==> config.mk <==
export PLATFORM = sky130hd
export DESIGN_NAME = convolution
export DESIGN_NICKNAME = d
export VERILOG_FILES = /design/src/rtl/convolution.sv
export SDC_FILE = /design/constraint.sdc
export NUM_CORES = 1
export LEC_CHECK = 0
export BUFFER_PORTS_ARGS = -buffer_cell sky130_fd_sc_hd__buf_2
export CAP_MARGIN = 5
export CORE_MARGIN = 10
export CORE_UTILIZATION = 53
export CTS_CLUSTER_SIZE = 14
export DETAILED_ROUTE_END_ITERATION = 7
export GPL_ROUTABILITY_DRIVEN = 0
export GPL_TIMING_DRIVEN = 0
export PLACE_DENSITY = 0.7
export SYNTH_ARGS = -nofsm -noshare
export SYNTH_HDL_FRONTEND = slang
export SYNTH_SLANG_ARGS = --single-unit
==> constraint.sdc <==
create_clock -name clk -period 17 [get_ports clk]
set_input_delay 2.55 -clock clk [delete_from_list [all_inputs] [get_ports clk]]
set_output_delay 2.55 -clock clk [all_outputs]
set_load 0.1 [all_outputs]
==> src/rtl/convolution.sv <==
// convolution
//   Full linear convolution of an 8-sample input sequence with an 8-tap
//   filter. The block recomputes all 15 results every cycle and registers
//   them, so there is one cycle of latency and no handshake.
//
// Ports
//   clk            clock; all state updates on its rising edge
//   rst_n          synchronous active-low reset; clears every output
//   x0..x7  [3:0]  unsigned input samples x[0]..x[7]
//   h0..h7  [3:0]  unsigned filter coefficients h[0]..h[7]
//   y0..y15 [3:0]  registered results y[0]..y[15]; y15 is always 0
//
// Build option
//   CONV_SATURATE_EN  when defined, each output is min(sum, 15);
//                     otherwise each output is the sum modulo 16.

module convolution (
  input  logic       clk,
  input  logic       rst_n,
  input  logic [3:0] x0,
  input  logic [3:0] x1,
  input  logic [3:0] x2,
  input  logic [3:0] x3,
  input  logic [3:0] x4,
  input  logic [3:0] x5,
  input  logic [3:0] x6,
  input  logic [3:0] x7,
  input  logic [3:0] h0,
  input  logic [3:0] h1,
  input  logic [3:0] h2,
  input  logic [3:0] h3,
  input  logic [3:0] h4,
  input  logic [3:0] h5,
  input  logic [3:0] h6,
  input  logic [3:0] h7,
  output logic [3:0] y0,
  output logic [3:0] y1,
  output logic [3:0] y2,
  output logic [3:0] y3,
  output logic [3:0] y4,
  output logic [3:0] y5,
  output logic [3:0] y6,
  output logic [3:0] y7,
  output logic [3:0] y8,
  output logic [3:0] y9,
  output logic [3:0] y10,
  output logic [3:0] y11,
  output logic [3:0] y12,
  output logic [3:0] y13,
  output logic [3:0] y14,
  output logic [3:0] y15
);

  logic [3:0]  x_s  [8];
  logic [3:0]  h_s  [8];
  logic [7:0]  prod [8][8];
  logic [10:0] sum  [15];
  logic [3:0]  y_d  [16];
  logic [3:0]  y_q  [16];

  assign x_s[0] = x0;
  assign x_s[1] = x1;
  assign x_s[2] = x2;
  assign x_s[3] = x3;
  assign x_s[4] = x4;
  assign x_s[5] = x5;
  assign x_s[6] = x6;
  assign x_s[7] = x7;

  assign h_s[0] = h0;
  assign h_s[1] = h1;
  assign h_s[2] = h2;
  assign h_s[3] = h3;
  assign h_s[4] = h4;
  assign h_s[5] = h5;
  assign h_s[6] = h6;
  assign h_s[7] = h7;

  // Every x[k]*h[j] pair, unsigned 4x4 -> 8 bits.
  always_comb begin
    for (int unsigned k = 0; k < 8; k++) begin
      for (int unsigned j = 0; j < 8; j++) begin
        prod[k][j] = {4'b0000, x_s[k]} * {4'b0000, h_s[j]};
      end
    end
  end

  // Each product lands in the output index k+j. Eleven bits hold the
  // worst case of eight 225 terms (1800) without overflow.
  always_comb begin
    for (int unsigned n = 0; n < 15; n++) begin
      sum[n] = '0;
    end
    for (int unsigned k = 0; k < 8; k++) begin
      for (int unsigned j = 0; j < 8; j++) begin
        sum[4'(k + j)] = sum[4'(k + j)] + {3'b000, prod[k][j]};
      end
    end
  end

  // Reduce each 11-bit sum to the 4-bit output width.
  always_comb begin
    for (int unsigned n = 0; n < 16; n++) begin
      y_d[n] = '0;
    end
    for (int unsigned n = 0; n < 15; n++) begin
`ifdef CONV_SATURATE_EN
      y_d[n] = (sum[n] > 11'd15) ? 4'hF : sum[n][3:0];
`else
      y_d[n] = sum[n][3:0];
`endif
    end
  end

  always_ff @(posedge clk) begin
    if (!rst_n) begin
      for (int unsigned n = 0; n < 16; n++) begin
        y_q[n] <= '0;
      end
    end else begin
      for (int unsigned n = 0; n < 16; n++) begin
        y_q[n] <= y_d[n];
      end
    end
  end

  assign y0  = y_q[0];
  assign y1  = y_q[1];
  assign y2  = y_q[2];
  assign y3  = y_q[3];
  assign y4  = y_q[4];
  assign y5  = y_q[5];
  assign y6  = y_q[6];
  assign y7  = y_q[7];
  assign y8  = y_q[8];
  assign y9  = y_q[9];
  assign y10 = y_q[10];
  assign y11 = y_q[11];
  assign y12 = y_q[12];
  assign y13 = y_q[13];
  assign y14 = y_q[14];
  assign y15 = y_q[15];

endmodule

==> impl_metrics.tcl <==
set metrics [dict create \
    outcome "finished clean" \
    avgRoutedWirePerCell_um 23.39 \
    clock-sinks 60 \
    fin_cells 2527 \
    grt_pass1_wl_mm 88.49 \
    antenna_found_initial 1 \
    fin_crit_sh_pct 54.87 \
    synth_edf_count 0 \
    rows 65 \
    top_regs "y_q x60" \
    routed_wl_mm 59.11 \
    multi_input_area_um2 14410 \
    dp_hpwl_mm 44.35 \
    slew_viol_final 0 \
    slew-limit-headroom_pct 26.81 \
    largest_reg_flops 60 \
    cp_slowest_cell "clkbuf_1" \
    io_pins 130 \
    cts_tree "done" \
    max-cap-violations 0 \
    nets 2620 \
    area_delta_synth_final_pct 8.370 \
    fill_cells 2803 \
    max_clock_freq_mhz 107.2 \
    cp_top_family "adder cells" \
    cts_buffer_depth 2 \
    gr-total-overflow 0 \
    postCtsHoldBufs 0 \
    drive_above_1_share_pct 8.522 \
    seq_area_um2 1201 \
    path_buf_inv 7 \
    drc_errors 0 \
    finalCriticalPeriod_ns 9.328 \
    leakage_nw 8.893 \
    die_w_um 198.5 \
    timing.hold.ws_ns 2.573 \
    setup_viol 0 \
    dp.cells 2510 \
    htreeDepth 3 \
    antenna_left 0 \
    drt-initial-drc-count 1761 \
    p_per_area_nw_per_um2 130.2 \
    grt_setup_unrepaired "no" \
    syn_inst 1996 \
    ys_warn_count 0 \
    num_vias 14190 \
    end_kind "flip-flop" \
    final_cell_mix "and2_1, xnor2_1, nand2_1" \
    cts_root_buffer "clkbuf_16" \
    cp-start-kind "input port" \
    ctsResizeCount 0 \
    synth_area_um2 16890 \
    crit_chain "buf_2 -> clkbuf_1 -> clkbuf_1 -> nand2_1 -> fa_1 -> fa_1 -> inv_1 -> ha_1 -> inv_1 -> fa_1 -> inv_1 -> fa_1 -> inv_1 -> fa_1 -> fa_1 -> fa_1 -> xor2_1 -> xnor2_1 -> xnor2_1 -> xnor2_1 -> xnor2_2 -> xnor3_1 -> and2_1" \
    clk_pin_slew_worst_paths_ns 0.06 \
    cpMostUsedCell "fa_1" \
    path_class "input port to flip-flop" \
    synth_top_flop_cell "dfxtp_1" \
    track_usage_pct 30.38 \
    synth_cell_type_count 23 \
    die_h_um 198.5 \
    worst_pin_slew_ns 1.098 \
    hold_path.class "input port to flip-flop" \
    crit_fanout 10 \
    synth_seq_cells 60 \
    fin_setup_tns_ns 0 \
    worst_path_largest_cell_delay_ns 0.61 \
    final_common_cell "and2_1" \
    core_area_um2 31470 \
    avgSynthCellArea_um2 8.463 \
    cp.required_ns 17.27 \
    cts_made_buffers 9 \
    hold_viol 0 \
    grt_pass1_vias 14720 \
    regMostFlops "y_q" \
    die_area_um2 39410 \
    peakVddDrop_mv 0.1010 \
    worstPathArrival_ns 9.60 \
    dr.pass1.iters 6 \
    grt_max_degree 11 \
    start_util_pct 53.67 \
    async_flop_share_pct 0 \
    cts_setup_buffers 0 \
    yosysSeqAreaShare_pct 7.111 \
    io_buffers 109 \
    viasPerCell 5.616 \
]
## cells in the mapped netlist (2+ instances only)
cell	instances	share of area, %
dfxtp_1	60	7.1
and2_1	396	15
xnor2_1	378	20
buf_2	41	1.2
nor2_1	2	0.044
xor2_1	81	4.2
xnor3_1	5	0.67
and3_1	2	0.074
ha_1	290	21
clkbuf_2	4	0.12
buf_4	7	0.31
nand2b_1	2	0.074
fa_1	145	17
nand2_1	302	6.7
clkbuf_1	71	1.6
inv_1	199	4.4
mux2_2	4	0.27
nand3_1	2	0.059
## cell type report
class,instances,share of cell area (%)
sequential,60,6.561
antenna,1,0.01367
clock inverter,4,0.5194
clock buffer,12,1.401
tap,402,2.748
timing repair buffer,109,2.980
inverter,199,4.080
buffer,123,2.973
multi-input combinational,1617,78.72
## power breakdown
group	total, mW	switching (mW)	internal, mW	leakage [nW]
Sequential	0.201	0.00965	0.192	0.499
Clock	0.228	0.0773	0.151	0.173
Combinational	1.95	1.13	0.827	8.22
Total	2.38	1.21	1.17	8.89
## final timing paths
| kind | startpoint | end | slack [ns] | cells after the start |
|---|---|---|---|---|
| hold / removal | rst_n | y_q[0][13] | 2.57 | 2 |
| setup / recovery | x7[1] | y_q[0][31] | 7.67 | 23 |
## per-layer routing
metal  vias to the layer above  wire length, µm  GRT usage [%]
met5                         -                0              0
met1                      6727            22280          37.79
met2                       984            24570          45.45
li1                       6239                -              -
met3                       242             8618          9.260
met4                         0             3643          18.17
## per-stage QoR
stage | util (%) | total power [mW] | setup WS, ns | area, µm²
after CTS | 58.16 | 2.373 | 7.776 | 18300
after floorplan | - | 1.720 | 8.835 | 16900
after global routing | 58.16 | 2.551 | 7.547 | 18300
final | 58.16 | 2.383 | 7.672 | 18310
after detailed placement | 57.04 | 2.126 | 7.374 | 17950
after global placement | 57.04 | 2.100 | 7.440 | 17950
## cells by family after synthesis
kind of cell	after synthesis	share of synthesized area (%)
adders and majority gates	435	38.66
and+or+nand+nor	708	21.70
buffers and inverters	322	7.644
xor gates and xnor gates	465	24.56
muxes	4	0.2666
other	1	0.02220
AOI/OAI and AO/OA	1	0.02960
DFF	60	7.111
No activity file was read; power rests on OpenSTA's default activity.
